**src/rtl/shift_pkg.sv**
```systemverilog
// Shared types for the universal shift register: operating modes and their encodings.
package shift_pkg;

    localparam logic [1:0] MODE_HOLD_ENC = 2'b00;
    localparam logic [1:0] MODE_SHR_ENC  = 2'b01;
    localparam logic [1:0] MODE_SHL_ENC  = 2'b10;
    localparam logic [1:0] MODE_LOAD_ENC = 2'b11;

    typedef enum logic [1:0] {
        MODE_HOLD = MODE_HOLD_ENC,
        MODE_SHR  = MODE_SHR_ENC,
        MODE_SHL  = MODE_SHL_ENC,
        MODE_LOAD = MODE_LOAD_ENC
    } mode_t;

endpackage

```
**src/rtl/univ_shift_reg_if.sv**
```systemverilog
// Control/data bundle of the universal shift register.
//   en, mode, sir, sil, d : control and data into the register (driven by master)
//   q, sor, sol           : register contents and its two end bits (driven by slave)
//   count, word_valid     : serial bit count and completed-word pulse (driven by slave)
interface univ_shift_reg_if #(
    parameter int unsigned WIDTH = 8
);
    import shift_pkg::*;

    localparam int unsigned CW = $clog2(WIDTH);

    logic             en;
    mode_t            mode;
    logic             sir;
    logic             sil;
    logic [WIDTH-1:0] d;
    logic [WIDTH-1:0] q;
    logic             sor;
    logic             sol;
    logic [CW-1:0]    count;
    logic             word_valid;

    modport master (
        output en, mode, sir, sil, d,
        input  q, sor, sol, count, word_valid
    );

    modport slave (
        input  en, mode, sir, sil, d,
        output q, sor, sol, count, word_valid
    );

endinterface

```
**src/rtl/mod_counter.sv**
```systemverilog
// Modulo-MOD bit counter with registered wrap pulse.
//   clk, rst : clock, async active-high reset
//   clr      : force count to 0 (highest priority)
//   set1     : restart count at 1 (first bit of a new word)
//   inc      : advance count; wraps MOD-1 -> 0 and pulses wrap
//   cnt      : current count, 0..MOD-1
//   wrap     : one-cycle pulse on the edge the count wraps
module mod_counter #(
    parameter  int unsigned MOD = 8,
    localparam int unsigned CW  = $clog2(MOD)
) (
    input  logic          clk,
    input  logic          rst,
    input  logic          clr,
    input  logic          inc,
    input  logic          set1,
    output logic [CW-1:0] cnt,
    output logic          wrap
);

    // Count register; wrap is only ever high for the cycle after the terminal increment.
    always_ff @(posedge clk or posedge rst) begin
        if (rst) begin
            cnt  <= '0;
            wrap <= 1'b0;
        end else begin
            wrap <= 1'b0;
            if (clr) begin
                cnt <= '0;
            end else if (set1) begin
                cnt <= CW'(1);
            end else if (inc) begin
                if (cnt == CW'(MOD - 1)) begin
                    cnt  <= '0;
                    wrap <= 1'b1;
                end else begin
                    cnt <= cnt + CW'(1);
                end
            end
        end
    end

endmodule

```
**src/rtl/univ_shift_reg.sv**
```systemverilog
// Universal shift register: hold, shift right, shift left, parallel load,
// with a bit counter flagging each completed WIDTH-bit serial word.
//   clk, rst : clock, async active-high reset
//   bus      : univ_shift_reg_if slave (en/mode/sir/sil/d in; q/sor/sol/count/word_valid out)
module univ_shift_reg
    import shift_pkg::*;
#(
    parameter int unsigned WIDTH = 8
) (
    input logic             clk,
    input logic             rst,
    univ_shift_reg_if.slave bus
);

    localparam int unsigned CW = $clog2(WIDTH);

    logic [WIDTH-1:0] q_r;
    logic [WIDTH-1:0] q_nxt;
    logic             last_shl_r;
    logic             last_shl_nxt;
    logic             act;
    logic             dir_shl;
    logic             cnt_clr;
    logic             cnt_inc;
    logic             cnt_set1;
    logic [CW-1:0]    cnt;
    logic             wrap;

    // Next data/direction and counter commands.
    always_comb begin
        q_nxt        = q_r;
        last_shl_nxt = last_shl_r;
        cnt_clr      = 1'b0;
        cnt_inc      = 1'b0;
        cnt_set1     = 1'b0;
        act          = bus.en && (bus.mode != MODE_HOLD);
        dir_shl      = (bus.mode == MODE_SHL);

        if (act) begin
            case (bus.mode)
                MODE_SHR:  q_nxt = {bus.sir, q_r[WIDTH-1:1]};
                MODE_SHL:  q_nxt = {q_r[WIDTH-2:0], bus.sil};
                MODE_LOAD: q_nxt = bus.d;
                default:   q_nxt = q_r;
            endcase

            if (bus.mode == MODE_LOAD) begin
                cnt_clr = 1'b1;
            end else begin
                // A direction change discards the partial word; this shift is its first bit.
                last_shl_nxt = dir_shl;
                if (dir_shl != last_shl_r) begin
                    cnt_set1 = 1'b1;
                end else begin
                    cnt_inc = 1'b1;
                end
            end
        end
    end

    // Data register and last shift direction (reset direction is right).
    always_ff @(posedge clk or posedge rst) begin
        if (rst) begin
            q_r        <= '0;
            last_shl_r <= 1'b0;
        end else begin
            q_r        <= q_nxt;
            last_shl_r <= last_shl_nxt;
        end
    end

    mod_counter #(
        .MOD (WIDTH)
    ) u_cnt (
        .clk  (clk),
        .rst  (rst),
        .clr  (cnt_clr),
        .inc  (cnt_inc),
        .set1 (cnt_set1),
        .cnt  (cnt),
        .wrap (wrap)
    );

    assign bus.q          = q_r;
    assign bus.sor        = q_r[0];
    assign bus.sol        = q_r[WIDTH-1];
    assign bus.count      = cnt;
    assign bus.word_valid = wrap;

endmodule
```
**src/flat_wrapper.sv**
```systemverilog
// flat-port wrapper written by rule: the top's interface ports become plain ports
module univ_shift_reg_flat import shift_pkg::*;
#(
    parameter int unsigned WIDTH = 8
)
  (clk, rst, bus_en, bus_mode, bus_sir, bus_sil, bus_d, bus_q, bus_sor, bus_sol, bus_count, bus_word_valid);
  univ_shift_reg_if #(.WIDTH(WIDTH)) bus_i ();
  input logic clk;
  input logic rst;
  input wire logic [$bits(bus_i.en)-1:0] bus_en;
  input wire logic [$bits(bus_i.mode)-1:0] bus_mode;
  input wire logic [$bits(bus_i.sir)-1:0] bus_sir;
  input wire logic [$bits(bus_i.sil)-1:0] bus_sil;
  input wire logic [$bits(bus_i.d)-1:0] bus_d;
  output wire logic [$bits(bus_i.q)-1:0] bus_q;
  output wire logic [$bits(bus_i.sor)-1:0] bus_sor;
  output wire logic [$bits(bus_i.sol)-1:0] bus_sol;
  output wire logic [$bits(bus_i.count)-1:0] bus_count;
  output wire logic [$bits(bus_i.word_valid)-1:0] bus_word_valid;
  assign bus_i.en = bus_en;
  assign bus_i.mode = bus_mode;
  assign bus_i.sir = bus_sir;
  assign bus_i.sil = bus_sil;
  assign bus_i.d = bus_d;
  assign bus_q = bus_i.q;
  assign bus_sor = bus_i.sor;
  assign bus_sol = bus_i.sol;
  assign bus_count = bus_i.count;
  assign bus_word_valid = bus_i.word_valid;
  univ_shift_reg #(.WIDTH(WIDTH)) u_core (.clk(clk), .rst(rst), .bus(bus_i));
endmodule
```
**config.mk**
```make
export PLATFORM = sky130hd
export DESIGN_NAME = univ_shift_reg_flat
export DESIGN_NICKNAME = d
export VERILOG_FILES = /design/src/rtl/shift_pkg.sv /design/src/rtl/univ_shift_reg_if.sv /design/src/rtl/mod_counter.sv /design/src/rtl/univ_shift_reg.sv /design/src/flat_wrapper.sv
export SDC_FILE = /design/constraint.sdc
export NUM_CORES = 1
export LEC_CHECK = 0
export ABC_AREA = 0
export CORE_ASPECT_RATIO = 0.9
export CORE_MARGIN = 3
export CORE_UTILIZATION = 35
export DETAILED_ROUTE_END_ITERATION = 16
export GPL_TIMING_DRIVEN = 0
export HOLD_SLACK_MARGIN = 0.05
export MAX_ROUTING_LAYER = met4
export PLACE_DENSITY = 0.68
export SYNTH_ARGS = -nofsm -noshare
export SYNTH_HDL_FRONTEND = slang
export SYNTH_SLANG_ARGS = --single-unit
export TNS_END_PERCENT = 50
```
**constraint.sdc**
```tcl
create_clock -name clk -period 1.3 [get_ports clk]
set_clock_uncertainty 0.1 [all_clocks]
set_input_delay 0.325 -clock clk [delete_from_list [all_inputs] [get_ports clk]]
set_output_delay 0.325 -clock clk [all_outputs]
set_load 0.02 [all_outputs]
```
==> impl_metrics.env, run 1 <==
export IMPL_status="complete, but fails checks"
export IMPL_violations="setup timing"
export IMPL_multiInputGateArea_sq_um=419
export IMPL_die_w_um=55.6
export IMPL_place_area_sq_um=1080
export IMPL_power_frac_comb=0.432
export IMPL_hold_viol_final=0
export IMPL_ys_seq_elements=13
export IMPL_htreeDepth=1
export IMPL_async_flop_share=1.00
export IMPL_p_leak_nw=0.523
export IMPL_synth_seq_area_share=0.420
export IMPL_ioPinCount=29
export IMPL_min_path_type="in2async"
export IMPL_post_dp_hpwl_um=1490
export IMPL_finalWeightedCongestion=0.735
export IMPL_synth_area_sq_um=774
export IMPL_finalSetupViolCount=4
export IMPL_antenna_found_initial=0
export IMPL_seq_area_sq_um=328
export IMPL_crit_required_ns=0.88
export IMPL_grt_pass1_wl_um=3390
export IMPL_p_per_area_nw_per_um2=1210
export IMPL_n_fill_cell=187
export IMPL_drive_above_1_share=0.361
export IMPL_cts_buffers=3
export IMPL_fp_dieH_um=50.6
export IMPL_cpPeakStageDelay_ns=0.41
export IMPL_synth_compound_area_frac=0.233
export IMPL_p_clk_frac=0.188
export IMPL_relSlewSlack=0.654
export IMPL_drtIter0Drc=29
export IMPL_timing_final_ws_setup_ns=-0.0441
export IMPL_fmax_mhz=744
export IMPL_vias=756
export IMPL_synthFlopType="dfrtp_1"
export IMPL_maxCapViolations=0
export IMPL_swShare=0.359
export IMPL_routedWlPerCell_um=14.8
export IMPL_core_region_area_sq_um=2010
export IMPL_postSynthNetCount=98
export IMPL_synth_top_family_by_area="compound AO/OA/AOI/OAI gates"
export IMPL_synth_edf_count=0
export IMPL_cpMostUsedCell="buf_6"
export IMPL_worst_path_max_delay_cell="dfrtp_1"
export IMPL_worst_slew_pin_slew_ns=0.518
export IMPL_synthCells=81
export IMPL_cts_tree="built"
export IMPL_fin_nets=137
export IMPL_drc_errors=0
export IMPL_areaGrowthSynthToFinish_pct=50.1
export IMPL_synthXorXnorAreaFrac=0
export IMPL_dieArea_sq_um=2810
export IMPL_syn_area_per_cell_sq_um=9.56
export IMPL_synth_simple_area_share=0.120
export IMPL_diodes=0
export IMPL_design_area_sq_um=1160
export IMPL_clkTransAtPathRegs_ns=0.09
export IMPL_seqPwrFrac=0.380
export IMPL_cts_hold_buffers=0
export IMPL_startpoint="u_core.bus.q[0]"
export IMPL_cts_sink_count=13
export IMPL_initial_utilization=0.386
export IMPL_path_cells="buf_6 -> buf_6"
export IMPL_totalWireLength_um=2130
export IMPL_setup_reg_to_reg_worst_slack_ns=0.03
export IMPL_switching_power_mw=0.507
export IMPL_worst_setup_path_type="reg2out"
export IMPL_grt_max_degree=14
export IMPL_p_int_mw=0.905
export IMPL_end_kind="output port"
export IMPL_viasPerCell=5.25
export IMPL_cp_arrival_ns=0.92
export IMPL_layout_common_cells="buf_2, clkdlybuf4s50_1, dfrtp_1, buf_6, buf_4"
export IMPL_synthAdderAreaFrac=0.0323
export IMPL_cp_start_kind="register"
export IMPL_timing_rr_end="u_core.u_cnt.cnt[2]"
export IMPL_slew_viol_final=0
export IMPL_finalCriticalPeriod_ns=1.34
export IMPL_drt_antenna_violating_nets=0
export IMPL_grtUsageTotal=0.155
export IMPL_rsz0062_at_grt="yes"
export IMPL_pre_cts_ws_ns=-0.470
export IMPL_clk_path_buf_depth=2
export IMPL_first_pass_iters=4
export IMPL_muxShareOfSynthArea=0.100
export IMPL_rows=15
export IMPL_peakVddDrop_uv=529
export IMPL_r2r_cells=3
export IMPL_grt_ovfl_total=0
export IMPL_synth_distinct_cells=27
export IMPL_min_period_over_period=1.03
export IMPL_numPortBuffers=26
export IMPL_rr_startpoint="u_core.u_cnt.cnt[0]"
export IMPL_final_util=0.579
export IMPL_clk_latency_ns=0.28
export IMPL_cts_root_buf="clkbuf_4"
export IMPL_yosysWarningCount=0
export IMPL_grt_pass1_vias=700
export IMPL_worst_path_max_fanout=3
[Yosys cell counts, types with 3 or more instances]
master   count  share of area
a21oi_1      8          0.052
buf_6        3          0.044
mux2_1       6          0.087
inv_1        4          0.019
dfrtp_1     13           0.42
nor2_1       9          0.044
nand2_1      5          0.024
o22ai_1      8          0.065
[layer usage]
layer  up-vias  wire [um]  global-route usage
li1        371          -                   -
met1       360        976               0.198
met2        23       1020               0.250
met3         2        111              0.0180
met4         0         23              0.0607
met5         -          0                   -
[power by group through the flow]
stage / clock network [mW] / logic, mW / registers, mW
global placement: 0 / 0.522 / 0.547
global route: 0.278 / 0.651 / 0.548
detailed placement: 0 / 0.532 / 0.551
CTS: 0.263 / 0.550 / 0.525
finish: 0.265 / 0.610 / 0.537
floorplan: 0 / 0.228 / 0.614
[worst max path at each step]
stage	end	slack, ns	depth (start not counted)
final	bus_q[0]	-0.04	2
after CTS	bus_q[7]	-0.07	2
after detailed placement	u_core.u_cnt.cnt[2]	-0.47	5
after global placement	u_core.u_cnt.cnt[2]	-0.45	5
after global routing	bus_q[7]	-0.08	2
after floorplan	u_core.u_cnt.cnt[1]	-0.0002	4
[worst max-delay path: cells and delay by family, from the launching register on]
| family | cells | cell delay, ns |
|---|---|---|
| flops | 1 | 0.41 |
| buf+inv | 2 | 0.24 |
[what timing repair did]
item | 4_1_cts | 5_1_grt
setup buffers | 6 | 2
hold endpoints to repair | 0 | 0
gates resized for setup | 62 | 10
pin swaps | 0 | 4
setup endpoints to repair | 25 | 12
[logic make-up (layout without fill, tap and decap cells)]
family,after synthesis,after routing
AOI/OAI and AO/OA,28,28
and+or+nand+nor,20,20
DFF,13,13
buffers and inverters,11,49
muxes,7,7
adders and majority gates,2,2
[cell type report]
type	count	area share
Timing Repair Buffer	34	0.238
Buffer	7	0.0571
Inverter	4	0.0129
Sequential cell	13	0.282
Multi-Input combinational cell	57	0.361
Clock buffer	4	0.0226
Tap cell	25	0.0269
[sequential cells by signal (all words and copies together), names as in the netlist]
name,cells
u_core.bus.q,8
u_core.u_cnt.cnt,3
u_core.last_shl_r,1
u_core.u_cnt.wrap,1
[stage by stage]
step                      power, mW    TNS, ns  std cells  hold slack, ns
after floorplan               0.842  -0.000242         81           0.102
after global placement         1.07      -5.39        132           0.418
after detailed placement       1.08      -5.85        132           0.423
after CTS                      1.34     -0.118        142           0.295
after global routing           1.48     -0.257        144           0.334
final                          1.41     -0.102        144           0.271
No activity file was read; power rests on OpenSTA's default activity.
==> run 2, diff against run 1 <==
- CORE_ASPECT_RATIO: 0.9 -> default
- PLACE_DENSITY: 0.68 -> 0.66
- clock period: 1.3 -> 1.7 ns (I/O delays scaled with it)
==> impl_metrics.env, run 2 (synthesis gave the netlist of run 1 again) <==
export IMPL_clk_latency_ns=0.27
export IMPL_pre_cts_ws_ns=-0.158
export IMPL_drive_above_1_share=0.125
export IMPL_largest_register_ffs=8
export IMPL_viasPerCell=5.17
export IMPL_r2r_cells=3
export IMPL_relSlewSlack=0.656
export IMPL_totalWireLength_um=1850
export IMPL_seq_area_sq_um=325
export IMPL_grtUsageTotal=0.151
export IMPL_cp_arrival_ns=1.13
export IMPL_slew_viol_final=0
export IMPL_areaGrowthSynthToFinish_pct=40.1
export IMPL_grt_pass1_wl_um=3020
export IMPL_core_region_area_sq_um=2020
export IMPL_grt_pass1_vias=685
export IMPL_drt_antenna_violating_nets=0
export IMPL_antenna_found_initial=0
export IMPL_finalCriticalPeriod_ns=1.65
export IMPL_layout_common_cells="dlygate4sd2_1, dfrtp_1, clkdlybuf4s50_1, nor2_1"
export IMPL_final_common_cell="dlygate4sd2_1"
export IMPL_grt_max_degree=14
export IMPL_initial_utilization=0.383
export IMPL_hold_viol_final=0
export IMPL_crit_buf_inv=2
export IMPL_fmax_mhz=605
export IMPL_drc_errors=0
export IMPL_routedWlPerCell_um=13.3
export IMPL_first_pass_iters=4
export IMPL_fin_nets=130
export IMPL_min_period_over_period=0.972
export IMPL_cts_root_buf="clkbuf_4"
export IMPL_clk_path_buf_depth=2
export IMPL_maxCapViolations=0
export IMPL_dieArea_sq_um=2810
export IMPL_ioPinCount=29
export IMPL_finalSetupViolCount=0
export IMPL_finalWeightedCongestion=0.802
export IMPL_worst_path_max_delay_cell="dfrtp_1"
export IMPL_n_fill_cell=201
export IMPL_setup_tns_final_ns=0
export IMPL_cts_sink_count=13
export IMPL_numPortBuffers=26
export IMPL_p_leak_nw=0.494
export IMPL_clkTransAtPathRegs_ns=0.08
export IMPL_end_kind="output port"
export IMPL_cpPeakStageDelay_ns=0.41
export IMPL_htreeDepth=1
export IMPL_cts_hold_buffers=0
export IMPL_drtIter0Drc=9
export IMPL_cp_start_kind="register"
export IMPL_peakVddDrop_uv=524
export IMPL_p_per_area_nw_per_um2=884
export IMPL_timing_final_ws_setup_ns=0.0483
export IMPL_worst_path_max_fanout=4
export IMPL_cp_top_family="buffers and inverters"
export IMPL_path_cells="buf_4 -> dlygate4sd2_1"
export IMPL_diodes=0
export IMPL_worst_setup_path_type="reg2out"
export IMPL_cts_buffers=3
export IMPL_multiInputGateArea_sq_um=375
export IMPL_rsz0062_at_grt="no"
export IMPL_post_dp_hpwl_um=1320
export IMPL_grt_ovfl_total=0
export IMPL_min_path_type="in2async"
export IMPL_die_w_um=53.0
export IMPL_fp_dieH_um=53.0
export IMPL_vias=718
export IMPL_worst_slew_pin_slew_ns=0.516
export IMPL_cts_tree="built"
export IMPL_path_depth=2
export IMPL_status="finished clean"
export IMPL_rows=16
export IMPL_crit_required_ns=1.17
## run 2: cell count changes in the layout (fill, tap and decap cells not counted), moves of 2 or more
cell / previous run / this run
dfrtp_2: 2 / 0
dfrtp_1: 11 / 13
dlygate4sd2_1: 1 / 14
buf_6: 9 / 3
ha_4: 2 / 0
buf_2: 11 / 2
buf_4: 9 / 3
ha_1: 0 / 2
## run 2: power by group
group	switching [mW]	internal [mW]
Combinational	0.188	0.173
Clock	0.101	0.0908
Sequential	0.0481	0.358
Total	0.337	0.622
## run 2: worst paths after layout
check / from / end / slack, ns
hold reg to reg: u_core.u_cnt.cnt[2] / u_core.u_cnt.cnt[2] / 0.43
max in group asynchronous: rst / u_core.u_cnt.wrap / 0.78
setup reg to reg: u_core.u_cnt.cnt[0] / u_core.u_cnt.cnt[2] / 0.33
setup / recovery: u_core.bus.q[7] / bus_q[7] / 0.05
hold / removal: rst / u_core.bus.q[2] / 0.37
min in group clk: u_core.u_cnt.cnt[2] / u_core.u_cnt.cnt[2] / 0.43
## run 2: layout make-up
class | instances | share of cell area
multi-input cells | 57 | 0.346
flip-flops and latches | 13 | 0.300
well taps | 27 | 0.0311
inverters | 4 | 0.0138
plain buffers | 7 | 0.0542
clock buffers | 4 | 0.0242
repair buffers | 27 | 0.231
## run 2: what timing repair did
item                       4_1_cts  5_1_grt
pin swaps                        0        0
setup endpoints to repair       14        1
gates resized for setup         14        0
setup buffers                    0        1
## run 2: metal layers
layer / wire length, um / track usage
met5: 0 / -
met4: 14 / 0.0638
met3: 139 / 0.0310
met2: 876 / 0.246
met1: 819 / 0.180
## run 2: stage by stage
stage	utilization	area [sq um]	cells	hold slack (ns)	power [mW]
after floorplan	-	774	81	0.202	0.633
after global placement	0.528	1070	134	0.413	0.803
after detailed placement	0.528	1070	134	0.420	0.811
after CTS	0.533	1080	138	0.388	0.964
after global routing	0.537	1080	139	0.408	1.03
final	0.537	1080	139	0.374	0.959
